===== config.mk =====
export PLATFORM = sky130hd
export DESIGN_NAME = r_prog_ramp_flat
export DESIGN_NICKNAME = d
export VERILOG_FILES = /design/src/rtl/r_prog_ramp_if.sv /design/src/rtl/r_prog_ramp.sv /design/src/flat_wrapper.sv
export SDC_FILE = /design/constraint.sdc
export NUM_CORES = 1
export LEC_CHECK = 0
export CAP_MARGIN = 20
export CELL_PAD_IN_SITES_DETAIL_PLACEMENT = 1
export CELL_PAD_IN_SITES_GLOBAL_PLACEMENT = 1
export CORE_MARGIN = 2
export CORE_UTILIZATION = 45
export DETAILED_ROUTE_END_ITERATION = 6
export MAX_ROUTING_LAYER = met4
export PLACE_DENSITY = 0.89
export SETUP_SLACK_MARGIN = 0.1
export SYNTH_ARGS = -nofsm -noshare
export SYNTH_HDL_FRONTEND = slang
export SYNTH_SLANG_ARGS = --single-unit

===== constraint.sdc =====
create_clock -name clk -period 5.2 [get_ports clk]
set_input_delay 1.04 -clock clk [delete_from_list [all_inputs] [get_ports clk]]
set_output_delay 1.04 -clock clk [all_outputs]
set_load 0.02 [all_outputs]

===== src/rtl/r_prog_ramp_if.sv =====
// r_prog_ramp_if: target handshake, ramp controls and resistor-code outputs
// of the r_prog ramp controller. The master side is the requester, and the
// slave side is the ramp block.
interface r_prog_ramp_if #(
    parameter int DWELL_W = 8
);
    logic [3:0]         tgt_code;
    logic               tgt_valid;
    logic               tgt_ready;
    logic [DWELL_W-1:0] dwell;
    logic               hold;
    logic               abort;
    logic [3:0]         r_prog;
    logic               busy;
    logic               done;

    modport master (
        output tgt_code, tgt_valid, dwell, hold, abort,
        input  tgt_ready, r_prog, busy, done
    );

    modport slave (
        input  tgt_code, tgt_valid, dwell, hold, abort,
        output tgt_ready, r_prog, busy, done
    );
endinterface


===== src/rtl/r_prog_ramp.sv =====
// r_prog_ramp: walks the 4-bit resistor code toward an accepted target one
// code at a time. A programmable dwell separates the steps, so the resistor
// network never sees a multi-code jump. hold freezes the ramp, and abort
// ends it at the current code.
module r_prog_ramp #(
    parameter int         DWELL_W    = 8,
    parameter logic [3:0] RESET_CODE = 4'd0
) (
    input  logic         clk,
    input  logic         rst,
    r_prog_ramp_if.slave bus
);
    typedef enum logic {
        ST_IDLE = 1'b0,
        ST_RAMP = 1'b1
    } state_t;

    state_t             state_reg, state_next;
    logic [3:0]         r_prog_reg, r_prog_next;
    logic [3:0]         tgt_q_reg, tgt_q_next;
    logic [DWELL_W-1:0] dwell_q_reg, dwell_q_next;
    logic [DWELL_W-1:0] cnt_reg, cnt_next;
    logic               done_reg, done_next;
    logic [3:0]         step_code;

    // One code toward the latched target. Because the ramp stops on reaching
    // the target, it can never wrap.
    assign step_code = (tgt_q_reg > r_prog_reg) ? r_prog_reg + 4'd1
                                                : r_prog_reg - 4'd1;

    // Next-state and datapath decisions. In RAMP the checks run in this
    // order: abort, then hold, then dwell countdown, then step.
    always_comb begin
        state_next   = state_reg;
        r_prog_next  = r_prog_reg;
        tgt_q_next   = tgt_q_reg;
        dwell_q_next = dwell_q_reg;
        cnt_next     = cnt_reg;
        done_next    = 1'b0;
        case (state_reg)
            ST_IDLE: begin
                if (bus.tgt_valid) begin
                    tgt_q_next   = bus.tgt_code;
                    dwell_q_next = bus.dwell;
                    if (bus.tgt_code == r_prog_reg) begin
                        done_next = 1'b1;
                    end else begin
                        cnt_next   = bus.dwell;
                        state_next = ST_RAMP;
                    end
                end
            end
            ST_RAMP: begin
                if (bus.abort) begin
                    state_next = ST_IDLE;
                end else if (bus.hold) begin
                    state_next = ST_RAMP;
                end else if (cnt_reg != '0) begin
                    cnt_next = cnt_reg - 1'b1;
                end else begin
                    r_prog_next = step_code;
                    if (step_code == tgt_q_reg) begin
                        state_next = ST_IDLE;
                        done_next  = 1'b1;
                    end else begin
                        cnt_next = dwell_q_reg;
                    end
                end
            end
            default: state_next = ST_IDLE;
        endcase
    end

    // State and datapath registers. An asynchronous reset returns the code
    // to RESET_CODE at once and drops any ramp that is in progress.
    always_ff @(posedge clk or posedge rst) begin
        if (rst) begin
            state_reg   <= ST_IDLE;
            r_prog_reg  <= RESET_CODE;
            tgt_q_reg   <= 4'd0;
            dwell_q_reg <= '0;
            cnt_reg     <= '0;
            done_reg    <= 1'b0;
        end else begin
            state_reg   <= state_next;
            r_prog_reg  <= r_prog_next;
            tgt_q_reg   <= tgt_q_next;
            dwell_q_reg <= dwell_q_next;
            cnt_reg     <= cnt_next;
            done_reg    <= done_next;
        end
    end

    assign bus.r_prog    = r_prog_reg;
    assign bus.done      = done_reg;
    assign bus.busy      = (state_reg == ST_RAMP);
    assign bus.tgt_ready = (state_reg == ST_IDLE);
endmodule


===== src/flat_wrapper.sv =====
// flat-port wrapper written by rule: the top's interface ports become plain ports
module r_prog_ramp_flat 
#(
    parameter int         DWELL_W    = 8,
    parameter logic [3:0] RESET_CODE = 4'd0
)
  (clk, rst, bus_tgt_code, bus_tgt_valid, bus_dwell, bus_hold, bus_abort, bus_tgt_ready, bus_r_prog, bus_busy, bus_done);
  r_prog_ramp_if #(.DWELL_W(DWELL_W)) bus_i ();
  input  logic clk;
  input  logic rst;
  input wire logic [$bits(bus_i.tgt_code)-1:0] bus_tgt_code;
  input wire logic [$bits(bus_i.tgt_valid)-1:0] bus_tgt_valid;
  input wire logic [$bits(bus_i.dwell)-1:0] bus_dwell;
  input wire logic [$bits(bus_i.hold)-1:0] bus_hold;
  input wire logic [$bits(bus_i.abort)-1:0] bus_abort;
  output wire logic [$bits(bus_i.tgt_ready)-1:0] bus_tgt_ready;
  output wire logic [$bits(bus_i.r_prog)-1:0] bus_r_prog;
  output wire logic [$bits(bus_i.busy)-1:0] bus_busy;
  output wire logic [$bits(bus_i.done)-1:0] bus_done;
  assign bus_i.tgt_code = bus_tgt_code;
  assign bus_i.tgt_valid = bus_tgt_valid;
  assign bus_i.dwell = bus_dwell;
  assign bus_i.hold = bus_hold;
  assign bus_i.abort = bus_abort;
  assign bus_tgt_ready = bus_i.tgt_ready;
  assign bus_r_prog = bus_i.r_prog;
  assign bus_busy = bus_i.busy;
  assign bus_done = bus_i.done;
  r_prog_ramp #(.DWELL_W(DWELL_W), .RESET_CODE(RESET_CODE)) u_core (.clk(clk), .rst(rst), .bus(bus_i));
endmodule

==> impl_metrics.env <==
export IMPL_drv_slew=0
export IMPL_cts_hold_buffers_added=0
export IMPL_final_core_util_pct=56.2
export IMPL_crit_fanout=6
export IMPL_critPathLaunchType="flip-flop"
export IMPL_clock_sinks=26
export IMPL_antenna_found_initial=0
export IMPL_rsz0062_at_grt="false"
export IMPL_grt_use_total_pct=24.5
export IMPL_powerDensity_mw_per_mm2=386
export IMPL_nNetsFinal=224
export IMPL_power_frac_comb_pct=43.3
export IMPL_drtAntennaViolNets=0
export IMPL_clk_pin_slew_ns=0.09
export IMPL_internal_power_uw=478
export IMPL_die_height_um=65.1
export IMPL_yosys_warnings=0
export IMPL_core_area_sq_mm=0.00363
export IMPL_drt_iter0_markers=50
export IMPL_htreeDepth=1
export IMPL_power_switching_uw=309
export IMPL_row_count=22
export IMPL_r2r_cells=12
export IMPL_slowest_delay_ns=0.52
export IMPL_dominantRegCellSynth="dfrtp_1"
export IMPL_routed_wl_mm=4.53
export IMPL_place_ws_ns=1.36
export IMPL_power_share_sequential_pct=39.6
export IMPL_fp_dieW_um=65.1
export IMPL_cp_end_kind="flip-flop"
export IMPL_grt_pass1_wl_mm=7.70
export IMPL_start_util_pct=46.2
export IMPL_top_level_ports=24
export IMPL_maxCapViolCount=0
export IMPL_final_cell_mix="dfrtp_1 (26), clkdlybuf4s50_1 (23), inv_1 (16)"
export IMPL_yosysSeqAreaShare_pct=38.7
export IMPL_dpl_instance_area_sq_mm=0.00196
export IMPL_period_share_pct=75.7
export IMPL_finClkSkew_ns=0.00684
export IMPL_status="complete, no violations"
export IMPL_grt_pass1_vias=1594
export IMPL_critPathMostFrequentCell="ha_1"
export IMPL_drive_gt1_share_pct=13.2
export IMPL_diodes=0
export IMPL_yosysUniqueCellTypes=49
export IMPL_post_route_min_period_ns=3.94
export IMPL_leakage_nw=0.863
export IMPL_syn_to_final_growth_pct=21.4
export IMPL_synth_edf_count=0
export IMPL_max_slew_margin_pct=26.0
export IMPL_routabilityCongestion=0.977
export IMPL_vias=1408
export IMPL_clockPowerShare_pct=17.2
export IMPL_wire_per_inst_um=18.5
export IMPL_ys_async_sr_fraction_pct=100
export IMPL_syn_area_sq_mm=0.00168
export IMPL_hold_path_end="u_core.dwell_q_reg[4]"
export IMPL_rr_endpoint="u_core.cnt_reg[2]"
export IMPL_required_ns=5.36
export IMPL_cts_root_buf="clkbuf_8"
export IMPL_hold_depth=2
export IMPL_cts_buffers=3
export IMPL_grt_ovfl_total=0
export IMPL_worst_hold_path_type="flip-flop to flip-flop"
export IMPL_hold_viol_final=0
export IMPL_r2r_slack_ns=1.26
export IMPL_swShare_pct=39.2
export IMPL_cts_tree="yes"
export IMPL_path_class="flip-flop to flip-flop"
export IMPL_fin_area_sq_mm=0.00204
export IMPL_insertion_delay_ns=0.28
export IMPL_syn_avg_cell_area_sq_um=9.77
export IMPL_finalSetupViolations=0
export IMPL_setup_tns_ns=0
export IMPL_max_clock_freq_ghz=0.254
export IMPL_firstDrtPassIters=4
export IMPL_via_per_inst=5.75
export IMPL_die_area_sq_mm=0.00424
export IMPL_ys_seq_elements=26
export IMPL_fillCellCount=428
export IMPL_post_cts_buffers=0
export IMPL_cp_buffers_inverters=1
export IMPL_arrival_ns=4.10
export IMPL_dp_hpwl_mm=3.50
export IMPL_post_route_drc_count=0
export IMPL_grt_max_degree=27
export IMPL_synth_fp_nets=198
export IMPL_cp_slowest_cell="xnor2_1"
export IMPL_ir_worst_vdd_uv=177
export IMPL_cts_resized=0
export IMPL_final_common_cell="dfrtp_1"
export IMPL_synthCells=172
export IMPL_timing_rr_start="u_core.bus.r_prog[1]"
export IMPL_crit_chain="inv_1 -> ha_1 -> nor2b_1 -> o311ai_0 -> or2_2 -> ha_1 -> a21o_1 -> a221o_1 -> o32a_1 -> xnor2_1 -> a31oi_4 -> mux2_1"
export IMPL_clockBufferDepth=2
export IMPL_cp_top_family="compound AO/OA/AOI/OAI gates"
export IMPL_min_from="u_core.dwell_q_reg[4]"
export IMPL_final_setup_worst_slack_ns=1.26
export IMPL_place_port_buffers=23
export IMPL_tightest_slew_ns=1.11
## kinds of logic after synthesis
logic type                 synth area share [%]
and+or+nand+nor                            15.9
AOI/OAI and AO/OA                          18.0
DFF                                        38.7
buffers and inverters                      4.32
xor gates and xnor gates                   7.30
muxes                                      8.64
adders and majority gates                  7.15
## layout make-up
type,instances,area [sq um],share of cell area [%]
Inverter,16,60.1,2.94
Clock buffer,4,55.1,2.70
Timing Repair Buffer,24,258,12.6
Multi-Input combinational cell,127,957,46.9
Tap cell,48,60.1,2.94
Sequential cell,26,651,31.9
## how the worst max path moves through the flow
| stage | startpoint | endpoint | cells after the start |
|---|---|---|---|
| 6_report | u_core.bus.r_prog[1] | u_core.cnt_reg[2] | 12 |
| 3_5_place_dp | u_core.bus.r_prog[1] | u_core.cnt_reg[2] | 12 |
| 2_1_floorplan | u_core.bus.r_prog[3] | u_core.cnt_reg[2] | 12 |
| 4_1_cts | u_core.bus.r_prog[1] | u_core.cnt_reg[2] | 12 |
| 3_3_place_gp | u_core.bus.r_prog[0] | u_core.cnt_reg[2] | 11 |
| 5_1_grt | u_core.bus.r_prog[1] | u_core.cnt_reg[4] | 12 |
## Yosys cell counts, drive strengths merged, types with 3 or more instances
cell type	n	area, sq um
dfrtp	26	651
inv	16	60.1
o21ai	13	65.1
mux2	12	135
nand2	12	45.0
nor2	11	41.3
a21oi	8	40.0
ha	8	100
xnor2	8	70.1
xor2	6	52.6
nor2b	4	25.0
or2	4	27.5
nor3	3	15.0
o211ai	3	22.5
or3	3	21.3
## power by group through the flow
stage	logic (mW)	clock network, mW	registers (mW)
floorplan	0.247	0	0.299
global placement	0.314	0	0.309
detailed placement	0.335	0	0.316
CTS	0.340	0.139	0.312
global route	0.378	0.142	0.320
finish	0.340	0.135	0.312
## routing by layer
metal / wire, um / up-vias / share of wire (%) / GRT usage [%]
li1: - / 659 / - / -
met1: 1830 / 712 / 40 / 27.6
met2: 2480 / 28 / 55 / 45.5
met3: 136 / 9 / 3.0 / 2.05
met4: 89 / 0 / 2.0 / 8.85
met5: 0 / - / 0 / -
## tightest hold or removal path, stage by stage, from the launching register on
cell and delay (ns):
dfrtp_1 0.35, nand2_1 0.05, o21ai_0 0.06
## metrics by stage
stage,power (mW),cells,hold WS [ns]
2_1_floorplan,0.546,172,0.445
3_3_place_gp,0.623,240,0.462
3_5_place_dp,0.651,240,0.477
4_1_cts,0.790,244,0.498
5_1_grt,0.841,245,0.531
6_report,0.787,245,0.489
(Power assumes the default switching activity.)
